**src/rtl/split_pipe_pkg.sv**
```systemverilog
// Shared interconnect definitions: bus widths and field offsets for the native request/response
// buses used by split_pipe and the neighbouring interconnect blocks.
package split_pipe_pkg;

  // Request bus {valid, addr, wdata, wstrb}, wstrb in the LSBs.
  function automatic int unsigned req_w(input int unsigned addr_w, input int unsigned data_w);
    return 1 + addr_w + data_w + data_w / 8;
  endfunction

  // Response bus {rdata, rvalid, ready}, ready in bit 0.
  function automatic int unsigned resp_w(input int unsigned data_w);
    return data_w + 2;
  endfunction

  function automatic int unsigned req_wstrb_off();
    return 0;
  endfunction

  function automatic int unsigned req_wdata_off(input int unsigned data_w);
    return data_w / 8;
  endfunction

  function automatic int unsigned req_addr_off(input int unsigned data_w);
    return data_w + data_w / 8;
  endfunction

  function automatic int unsigned req_valid_off(input int unsigned addr_w,
                                                input int unsigned data_w);
    return addr_w + data_w + data_w / 8;
  endfunction

  localparam int unsigned RESP_READY_OFF  = 0;
  localparam int unsigned RESP_RVALID_OFF = 1;
  localparam int unsigned RESP_RDATA_OFF  = 2;

  function automatic int unsigned sel_w_of(input int unsigned n_slaves);
    return (n_slaves > 1) ? $clog2(n_slaves) : 1;
  endfunction

endpackage

```
**src/rtl/split_err_slave.sv**
```systemverilog
// Error responder for unmapped accesses: always ready, returns ERR_DATA one cycle after an
// accepted read and pulses err one cycle after any accepted access.
module split_err_slave
  import split_pipe_pkg::*;
#(
  parameter int unsigned ADDR_W   = 32,
  parameter int unsigned DATA_W   = 32,
  parameter logic [31:0] ERR_DATA = 32'hDEADBEEF
) (
  input  logic                              clk,
  input  logic                              rst_n,
  input  logic [req_w(ADDR_W, DATA_W)-1:0]  req,
  output logic [resp_w(DATA_W)-1:0]         resp,
  output logic                              err
);

  localparam int unsigned STRB_W = DATA_W / 8;
  localparam int unsigned V_OFF  = req_valid_off(ADDR_W, DATA_W);

  logic w_valid;
  logic w_read;
  logic w_unused;
  logic r_rvalid;
  logic r_err;

  // req valid is already qualified by the splitter, so valid here means accepted.
  assign w_valid  = req[V_OFF];
  assign w_read   = (req[req_wstrb_off() +: STRB_W] == '0);
  assign w_unused = ^req[V_OFF-1:STRB_W];

  always_ff @(posedge clk or negedge rst_n) begin
    if (!rst_n) begin
      r_rvalid <= 1'b0;
      r_err    <= 1'b0;
    end else begin
      r_rvalid <= w_valid & w_read;
      r_err    <= w_valid;
    end
  end

  assign resp = {DATA_W'(ERR_DATA), r_rvalid, 1'b1};
  assign err  = r_err;

endmodule

```
**src/rtl/split_pipe.sv**
```systemverilog
// Pipelined 1-to-N native-bus splitter. Routes requests by an address bit field and steers read
// responses from the slave owning the pending reads; unmapped accesses go to split_err_slave.
module split_pipe
  import split_pipe_pkg::*;
#(
  parameter int unsigned N_SLAVES = 2,
  parameter int unsigned ADDR_W   = 32,
  parameter int unsigned DATA_W   = 32,
  parameter int unsigned SEL_W    = sel_w_of(N_SLAVES),
  parameter int unsigned SEL_LSB  = ADDR_W - SEL_W,
  parameter int unsigned MAX_OUT  = 4,
  parameter logic [31:0] ERR_DATA = 32'hDEADBEEF
) (
  input  logic                                      clk,
  input  logic                                      rst_n,
  input  logic [req_w(ADDR_W, DATA_W)-1:0]          m_req,
  output logic [resp_w(DATA_W)-1:0]                 m_resp,
  output logic [N_SLAVES*req_w(ADDR_W, DATA_W)-1:0] s_req,
  input  logic [N_SLAVES*resp_w(DATA_W)-1:0]        s_resp,
  output logic                                      err
);

  localparam int unsigned REQ_W  = req_w(ADDR_W, DATA_W);
  localparam int unsigned RESP_W = resp_w(DATA_W);
  localparam int unsigned STRB_W = DATA_W / 8;
  localparam int unsigned CNT_W  = $clog2(MAX_OUT + 1);

  logic              w_valid;
  logic [ADDR_W-1:0] w_addr;
  logic [DATA_W-1:0] w_wdata;
  logic [STRB_W-1:0] w_wstrb;
  logic [SEL_W-1:0]  w_sel;
  logic              w_read;
  logic              w_mapped;
  logic              w_cur_mapped;
  logic              w_slv_ready;
  logic              w_slv_rvalid;
  logic [DATA_W-1:0] w_slv_rdata;
  logic              w_rvalid;
  logic [DATA_W-1:0] w_rdata;
  logic              w_drained;
  logic              w_perm;
  logic              w_ready;
  logic              w_inc;
  logic              w_dec;
  logic [REQ_W-1:0]  w_err_req;
  logic [RESP_W-1:0] w_err_resp;

  logic [CNT_W-1:0]  r_cnt;
  logic [SEL_W-1:0]  r_cur_sel;

  assign w_valid  = m_req[req_valid_off(ADDR_W, DATA_W)];
  assign w_addr   = m_req[req_addr_off(DATA_W) +: ADDR_W];
  assign w_wdata  = m_req[req_wdata_off(DATA_W) +: DATA_W];
  assign w_wstrb  = m_req[req_wstrb_off() +: STRB_W];
  assign w_sel    = w_addr[SEL_LSB +: SEL_W];
  assign w_read   = (w_wstrb == '0);
  assign w_mapped     = (32'(w_sel) < N_SLAVES);
  assign w_cur_mapped = (32'(r_cur_sel) < N_SLAVES);

  always_comb begin
    w_slv_ready  = 1'b0;
    w_slv_rvalid = 1'b0;
    w_slv_rdata  = '0;
    for (int unsigned k = 0; k < N_SLAVES; k++) begin
      if (w_sel == SEL_W'(k)) begin
        w_slv_ready = s_resp[k*RESP_W + RESP_READY_OFF];
      end
      if (r_cur_sel == SEL_W'(k)) begin
        w_slv_rvalid = s_resp[k*RESP_W + RESP_RVALID_OFF];
        w_slv_rdata  = s_resp[k*RESP_W + RESP_RDATA_OFF +: DATA_W];
      end
    end
  end

  assign w_rvalid = w_cur_mapped ? w_slv_rvalid : w_err_resp[RESP_RVALID_OFF];
  assign w_rdata  = w_cur_mapped ? w_slv_rdata  : w_err_resp[RESP_RDATA_OFF +: DATA_W];

  // The last pending read returning this cycle frees the target, so a switch is taken at once.
  assign w_drained = (r_cnt == '0) | ((r_cnt == CNT_W'(1)) & w_rvalid);
  assign w_perm    = (w_drained | (w_sel == r_cur_sel)) &
                     (~w_read | (r_cnt < CNT_W'(MAX_OUT)));
  assign w_ready   = w_valid & w_perm & (w_mapped ? w_slv_ready : 1'b1);

  always_comb begin
    s_req = '0;
    for (int unsigned k = 0; k < N_SLAVES; k++) begin
      s_req[k*REQ_W +: REQ_W] = {w_valid & w_perm & (w_sel == SEL_W'(k)),
                                 w_addr, w_wdata, w_wstrb};
    end
  end

  assign w_err_req = {w_valid & w_perm & ~w_mapped, w_addr, w_wdata, w_wstrb};
  assign m_resp    = {w_rdata, w_rvalid, w_ready};

  assign w_inc = w_ready & w_read;
  assign w_dec = w_rvalid & (r_cnt != '0);

  always_ff @(posedge clk or negedge rst_n) begin
    if (!rst_n) begin
      r_cnt     <= '0;
      r_cur_sel <= '0;
    end else begin
      if (w_inc && !w_dec) begin
        r_cnt <= r_cnt + CNT_W'(1);
      end else if (!w_inc && w_dec) begin
        r_cnt <= r_cnt - CNT_W'(1);
      end
      if (w_ready) begin
        r_cur_sel <= w_sel;
      end
    end
  end

  split_err_slave #(
    .ADDR_W  (ADDR_W),
    .DATA_W  (DATA_W),
    .ERR_DATA(ERR_DATA)
  ) u_err (
    .clk  (clk),
    .rst_n(rst_n),
    .req  (w_err_req),
    .resp (w_err_resp),
    .err  (err)
  );

endmodule
```
**config.mk**
```make
export PLATFORM = sky130hd
export DESIGN_NAME = split_pipe
export DESIGN_NICKNAME = d
export VERILOG_FILES = /design/src/rtl/split_pipe_pkg.sv /design/src/rtl/split_err_slave.sv /design/src/rtl/split_pipe.sv
export SDC_FILE = /design/constraint.sdc
export NUM_CORES = 1
export LEC_CHECK = 0
export CORE_AREA = 5 5 118 120
export DETAILED_ROUTE_END_ITERATION = 16
export DIE_AREA = 0 0 123 125
export DONT_BUFFER_PORTS = 1
export PLACE_DENSITY_LB_ADDON = 0.1
export SLEW_MARGIN = 20
export SYNTH_ARGS = -nofsm -noshare
export SYNTH_HDL_FRONTEND = slang
export SYNTH_SLANG_ARGS = --single-unit
```
**constraint.sdc**
```tcl
create_clock -name clk -period 1.8 [get_ports clk]
set_input_delay 0.36 -clock clk [delete_from_list [all_inputs] [get_ports clk]]
set_output_delay 0.36 -clock clk [all_outputs]
set_load 0.1 [all_outputs]
```
### Word-level counts from Yosys, hierarchy flattened

Cells that the tools add are included.

* bitwise operators: 13
* reductions and logical operators: 8
* mux-type cells: 5
* $lt $le $gt $ge: 1
* $add $sub $neg: 2
* equal/unequal tests: 2

Operator list (number)
* 32-bit 2-to-1 mux: 1
* 1-bit bitwise AND: 8
* 3-bit 2-to-1 mux: 2
* 4-bit logical NOT: 1
* 3-bit by 1-bit adder with 3-bit output, second input constant: 1
* 3-bit by 1-bit == test with 1-bit output, second input constant: 1
* 3-bit logical NOT: 1
* 3-bit < comparator, second input constant: 1
* 1-bit OR: 3
* 3-bit nonzero test: 1
* 3-bit by 1-bit subtractor with 3-bit output, second input constant: 1
* 1-bit logical AND: 2
* 1-bit logical NOT: 2
* 1-bit 2-to-1 mux: 2
* 1-bit NOT: 2
* 2-bit nonzero test: 1
* 1-bit == test: 1

* input bits: 139
* output and inout bits: 173
* register bits: 4
* logic and storage cells: 33

### Logic depth before layout (Yosys ltp)

Gate-level depths: netlist of the first run.

* word-level depth: 12
* mapped depth: 10
* gate-level depth less buffers: 10

### Hierarchy

Synthesis of the first run repeated with hierarchy kept, for this count alone.

* cells, all modules: 257
* area, all modules: 2165.8 µm²

By module, submodules not included
* split_pipe: area each 1840.5 µm², seq. area each 100.1 µm², cells an instance 217, times used 1
* split_err_slave: area each 325.3 µm², seq. area each 50.0 µm², cells an instance 40, times used 1

### Worst setup path before layout of the first run

No wires, ideal clock.

* kind: reg-to-output
* start point: register r_cnt[1]
* end point: output s_req[137]
* buffers on the path: 0
* slack: -0.875 ns
* data required time: 1.440 ns
* data arrival time: 2.315 ns
* cell stages (with the launch flop): 7
* path through: dfrtp_1 -> inv_1 -> ha_1 -> a21oi_1 -> mux2i_4 -> o211ai_2 -> nor2_1

* longest elaborated chain between the ends: 7

RTL lines
* from (decl): RTL line split_pipe.sv:49 `logic [CNT_W-1:0] r_cnt;`
* from (signal assigned): RTL line split_pipe.sv:105 `r_cnt <= r_cnt + CNT_W'(1);`
* from (signal assigned): RTL line split_pipe.sv:107 `r_cnt <= r_cnt - CNT_W'(1);`
* 3-bit by 1-bit == test with 1-bit output: RTL line split_pipe.sv:80 `assign w_drained = (r_cnt == '0) | ((r_cnt == CNT_W'(1)) & w_rvalid);`
* 1-bit bitwise AND: RTL line split_pipe.sv:80
* 1-bit OR: RTL line split_pipe.sv:80
* 1-bit OR: RTL line split_pipe.sv:81 `assign w_perm = (w_drained | (w_sel == r_cur_sel)) &`
* 1-bit bitwise AND *: RTL line split_pipe.sv:81
* 1-bit bitwise AND *
* 1-bit bitwise AND *: RTL line split_pipe.sv:88 `s_req[k*REQ_W +: REQ_W] = {w_valid & w_perm & (w_sel == SEL_W'(k)),`
* to (decl): RTL line split_pipe.sv:18 `output logic [N_SLAVES*req_w(ADDR_W, DATA_W)-1:0] s_req,`

Every way passes the cells marked *; elsewhere a longest branch is shown, timed or not.

### Worst setup path in the final report of the first run

* start point: register r_cnt[1]
* end point: output s_req[68]

Same word-level chain as after synthesis.

==> results of run 1 <==
routing by layer:
layer  up-vias  global-route usage (%)  wire, um
met2        74                    9.68      2510
li1        396                       -         -
met4         0                    2.61       129
met1       393                    6.18      1600
met3        20                    2.98       612
met5         -                       0         0
worst max-delay path by stage:
stage                        start         end  slack, ns  cells after the start
after floorplan           r_cnt[1]  s_req[137]      -0.06                      6
after global placement    r_cnt[1]    r_cnt[2]      -0.14                     10
after detailed placement  r_cnt[1]    r_cnt[2]      -0.18                     10
after CTS                 r_cnt[0]   s_req[68]      -0.19                      6
after global routing      r_cnt[1]    r_cnt[2]      -0.30                     10
final                     r_cnt[1]   s_req[68]      -0.18                      7
logic make-up after synthesis:
group	count (synthesis)	share of synthesized area, %
buffers and inverters	149	59.3
AND/OR/NAND/NOR	9	3.11
other	1	0.203
multiplexers	36	22.4
AO/OA/AOI/OAI	10	4.27
XOR/XNOR	4	1.90
flip-flops	4	5.42
adder cells (fa/ha/maj)	5	3.39
power by group:
group          internal, uW  leakage, uW  switching (uW)
Clock                   293    0.0000382            69.3
Sequential              142    0.0000463            66.9
Combinational          1990     0.000824            2710
Total                  2420     0.000908            2840
worst register-to-register path, stage by stage, from the launching register on:
cell and delay, ns:
dfrtp_1 0.38, inv_2 0.09, ha_4 0.17, a21boi_4 0.06, mux2i_4 0.20, o21ai_2 0.11
nor4b_4 0.28, ha_4 0.18, mux2i_1 0.17, nor2_1 0.06, xor2_1 0.13
sequential cells by signal (all words and copies together), names as in the netlist:
register   flops
r_cur_sel      1
r_cnt          3
layout by cell type, fill, tap and decap left out, types with 3 or more instances in the layout:
master,Yosys,routed
buf_12,0,41
buf_4,140,12
clkbuf_16,0,3
dfrtp_1,4,3
ha_4,0,3
inv_1,5,4
mux2_2,33,15
mux2_4,0,18
nor2_4,0,3
o21ai_0,4,3
xor2_1,3,3
through the flow:
stage / hold slack (ns) / cell area (um^2) / instances
CTS: 0.300 / 2180 / 311
global route: 0.316 / 2210 / 311
global placement: 0.0647 / 1830 / 296
finish: 0.301 / 2210 / 311
floorplan: 0.0644 / 1890 / 218
detailed placement: 0.0647 / 1830 / 296
what timing repair did:
action                     4_1_cts  5_1_grt
gates cloned                     3        0
hold endpoints to repair         4        0
pin swaps                        5        0
setup endpoints to repair       30       32
buffers inserted                 7        3
hold buffers                     1        0
gates resized for setup         23       11
layout make-up:
type	count	area, um^2	area share [%]
multi-input combinational	65	816	37.0
tap	176	220	9.98
inverter	5	18.8	0.851
timing repair buffer	57	971	44.0
sequential	4	101	4.59
clock buffer	4	78.8	3.57
==> impl_metrics.json, run 1 <==
{
  "dieArea_um2": 15400,
  "crit_top_cell": "buf_4",
  "synth.most_common_cell": "buf_4",
  "die_w_um": 123,
  "maxCapViolations": 0,
  "die_y_um": 125,
  "drt-initial-drc-count": 20,
  "num_rows": 42,
  "tns_ns": -2.90,
  "clock.fmax_mhz": 506,
  "holdPathStages": 2,
  "place_congestion": 0.643,
  "syn_nets": 362,
  "syn-cell-area_um2": 1850,
  "grt_pass1_wl_um": 6900,
  "slew_violations": 0,
  "cts_tree": "done",
  "arrival_ns": 1.62,
  "fillers": 1422,
  "r2r_cells": 10,
  "ys_seq_elements": 4,
  "leakage_uw": 0.000908,
  "fin_skew_ns": 0.000866,
  "rr_endpoint": "r_cnt[2]",
  "cp_num_buf_inv": 4,
  "path_class": "reg -> out",
  "cp_slowest_stage_delay_ns": 0.35,
  "cts_root_buf": "clkbuf_16",
  "synth_area_leaders": "buf_4, mux2_2, dfrtp_1",
  "cts-htree-levels": 1,
  "grt_antenna_before_repair": 0,
  "cts_buffers": 3,
  "place_ws_ns": -0.183,
  "fin_nets": 280,
  "wl_um": 4860,
  "cp-start-kind": "flop",
  "syn_avg_cell_area_um2": 8.48,
  "rr_startpoint": "r_cnt[1]",
  "fin_crit_sh_pct": 110,
  "r2r_slack_ns": -0.15,
  "wire_per_inst_um": 15.6,
  "first_global_vias": 1108,
  "yosysWarnings": 0,
  "worstSetupEndpointType": "primary output",
  "status": "finished with violations",
  "setup_viol": 28,
  "syn_to_final_growth_pct": 19.4,
  "vias_per_cell": 2.84,
  "cp_slowest_cell": "dfrtp_1",
  "fp.coreArea_um2": 12900,
  "syn_inst": 218,
  "port_buffers": 0,
  "hp-start": "m_req[67]",
  "rsz0062_at_grt": "yes",
  "antennaDiodeCount": 0,
  "postLayoutCoreUtil_pct": 17.1,
  "required_ns": 1.44,
  "period_needed_ns": 1.98,
  "violations": "negative setup slack",
  "critPathTopFamily": "buffers and inverters",
  "power-per-cell-area_nw_per_um2": 2390,
  "setup_ws_ns": -0.177,
  "worstPathCellList": "inv_2, buf_4, ha_4, buf_4, o211ai_4, nor2_4, buf_12",
  "cts.clk_slew.worst_paths_ns": 0.03,
  "yosysUniqueCellTypes": 25,
  "dr.pass1.iters": 2,
  "grt.total_usage_pct": 5.85,
  "worst_pin_slew_ns": 0.473,
  "drc_errors": 0,
  "hold_class": "in -> reg",
  "min_to": "r_cur_sel",
  "cts.sinks": 4,
  "total_power_uw": 5270,
  "layout-drive-gt1-share_pct": 80.0,
  "ioPinCount": 312,
  "yosys_most_used_dff": "dfrtp_1",
  "dp_hpwl_um": 4000,
  "grt_max_degree": 11,
  "slew_headroom_pct": 67.6,
  "yosysTopAreaCell": "buf_4",
  "ir_drop_mv": 0.474,
  "vias": 883,
  "clockBufferDepth": 2,
  "ant_nets": 0,
  "synth_edf_count": 0,
  "hold_viol_final": 0,
  "synth_common_cells": "buf_4, mux2_2, ha_1, inv_1",
  "yosysTopAreaCellShare_pct": 56.9,
  "start_util_pct": 14.4,
  "worstSkewPairLatency_ns": 0.23,
  "seq_area_frac_synth_pct": 5.42,
  "worst-path-max-fanout": 3,
  "postSynth.asyncResetShare_pct": 100,
  "grt-ovfl-total": 0
}
(Power assumes the default switching activity.)
==> inputs of run 2 (changes only) <==
--- a/config.mk
+++ b/config.mk
@@ -5,11 +5,12 @@
 export SDC_FILE = /design/constraint.sdc
 export NUM_CORES = 1
 export LEC_CHECK = 0
+export CAP_MARGIN = 15
 export CORE_AREA = 5 5 118 120
 export DETAILED_ROUTE_END_ITERATION = 16
 export DIE_AREA = 0 0 123 125
 export DONT_BUFFER_PORTS = 1
-export PLACE_DENSITY_LB_ADDON = 0.1
+export PLACE_DENSITY_LB_ADDON = 0.05
 export SLEW_MARGIN = 20
 export SYNTH_ARGS = -nofsm -noshare
 export SYNTH_HDL_FRONTEND = slang
==> run 2 against run 1 <==
Effect of this change: the run still ends with negative setup slack left; final cell count is 0.32% lower; worst hold slack improved by 0.019 ns; global-route usage rose by 0.26 points; sequential share of layout area is essentially flat; via count increased by 6.3%; sequential power is 2% higher; power fell by 1.0%; first-iteration DRC count grew 10%; largest cell class unchanged; largest power group unchanged.
==> impl_metrics.json, run 2 (synthesis gave the netlist of run 1 again) <==
{
  "grt.total_usage_pct": 6.11,
  "drc_errors": 0,
  "port_buffers": 0,
  "grt_use_met2_pct": 9.62,
  "violations": "negative setup slack",
  "cts.sinks": 4,
  "clock.fmax_mhz": 488,
  "grt-busiest-layer": "met2",
  "rr_endpoint": "r_cnt[2]",
  "grt_max_degree": 11,
  "largest_reg_flops": 3,
  "slew_violations": 0,
  "fin_skew_ns": 0.00223,
  "fillers": 1432,
  "layout-drive-gt1-share_pct": 79.9,
  "fin_nets": 279,
  "cts_root_buf": "clkbuf_16",
  "hold_class": "in -> reg",
  "cts_tree": "done",
  "vias_per_cell": 3.03,
  "worstSetupEndpointType": "primary output",
  "drt-initial-drc-count": 22,
  "grt_antenna_before_repair": 0,
  "setup_ws_ns": -0.249,
  "wl_um": 5250,
  "start_util_pct": 14.4,
  "hold_viol_final": 0,
  "reg.largest.list": "r_cnt (3), r_cur_sel (1)",
  "dieArea_um2": 15400,
  "ant_nets": 0,
  "arrival_ns": 1.69,
  "use_met3_pct": 3.66,
  "period_needed_ns": 2.05,
  "num_rows": 42,
  "cts-htree-levels": 1,
  "postLayoutCoreUtil_pct": 17.0,
  "leakage_uw": 0.000939,
  "dp_hpwl_um": 4080,
  "ir_drop_mv": 0.841,
  "syn_to_final_growth_pct": 18.3,
  "maxCapViolations": 0,
  "holdPathStages": 2,
  "ioPinCount": 312,
  "cp-start-kind": "flop",
  "worst-path-max-fanout": 3,
  "die_w_um": 123,
  "die_y_um": 125,
  "power-per-cell-area_nw_per_um2": 2380,
  "crit_start": "r_cnt[1]",
  "endpoint": "m_resp[0]",
  "antennaDiodeCount": 0,
  "fin_crit_sh_pct": 114,
  "vias": 939,
  "first_global_vias": 1134,
  "place_ws_ns": -0.259,
  "rsz0062_at_grt": "yes",
  "grt_pass1_wl_um": 7170,
  "r2r_cells": 10,
  "grt-ovfl-total": 0,
  "required_ns": 1.44,
  "met1_usage_pct": 6.51,
  "wire_per_inst_um": 16.9,
  "worstSkewPairLatency_ns": 0.22,
  "setup_viol": 22,
  "final_common_cell": "buf_12",
  "final_cell_mix": "buf_12, mux2_4, buf_4",
  "path_class": "reg -> out",
  "cts.clk_slew.worst_paths_ns": 0.03,
  "largest-register": "r_cnt",
  "cts_buffers": 3,
  "clockBufferDepth": 2,
  "dr.pass1.iters": 2,
  "status": "finished with violations",
  "place_congestion": 0.647,
  "rr_startpoint": "r_cnt[1]",
  "fp.coreArea_um2": 12900,
  "r2r_slack_ns": -0.18
}
==> run 2: layout make-up <==
cell class / instances / area (um^2) / share of cell area [%]
Timing Repair Buffer: 56 / 933 / 42.7
Multi-Input combinational cell: 65 / 835 / 38.2
Tap cell: 176 / 220 / 10.1
Clock buffer: 4 / 78.8 / 3.60
Sequential cell: 4 / 101 / 4.63
Inverter: 5 / 18.8 / 0.858
==> run 2: report_power, final <==
part	switching [uW]	leakage (uW)	internal, uW
Combinational	2720	0.000855	1930
Sequential	71.8	0.0000463	142
Clock	60.7	0.0000382	292
==> run 2: per-stage QoR <==
step	hold slack, ns	instances	total power, uW	cell area [um^2]	setup TNS [ns]
2_1_floorplan	0.0644	218	4350	1890	-0.183
6_report	0.320	310	5210	2190	-2.22
4_1_cts	0.325	311	5340	2160	-5.24
5_1_grt	0.352	310	5410	2190	-3.84
3_3_place_gp	0.0647	297	4340	1840	-0.368
3_5_place_dp	0.0647	297	4350	1840	-0.788
==> run 2: repair_timing <==
| item | in CTS | in global routing |
|---|---|---|
| gates cloned | 3 | 0 |
| endpoints found under the hold margin | 4 | 0 |
| setup buffers | 6 | 2 |
| hold buffers | 1 | 0 |
| endpoints found under the setup margin | 38 | 38 |
| pin swaps | 3 | 1 |
| resized for setup | 21 | 24 |
==> run 2: per-layer routing <==
| layer | wire length (um) | part of all wire, % | vias to the layer above |
|---|---|---|---|
| li1 | - | - | 392 |
| met1 | 1770 | 34 | 427 |
| met2 | 2440 | 46 | 93 |
| met3 | 837 | 16 | 27 |
| met4 | 198 | 3.8 | 0 |
| met5 | 0 | 0 | - |
==> run 2: worst min-delay path by stage <==
stage	startpoint	endpoint
2_1_floorplan	rst_n	r_cnt[0]
3_3_place_gp	rst_n	r_cnt[0]
3_5_place_dp	rst_n	r_cnt[1]
4_1_cts	m_req[67]	r_cur_sel
5_1_grt	m_req[67]	r_cur_sel
6_report	m_req[67]	r_cur_sel
==> run 2: worst max-delay path, stage by stage (launching register included) <==
cell and delay, ns:
dfrtp_1 0.37, inv_2 0.07, ha_4 0.18, a21oi_4 0.14, mux2i_4 0.09, buf_6 0.12
o211ai_4 0.24, nor2_2 0.08, buf_12 0.17
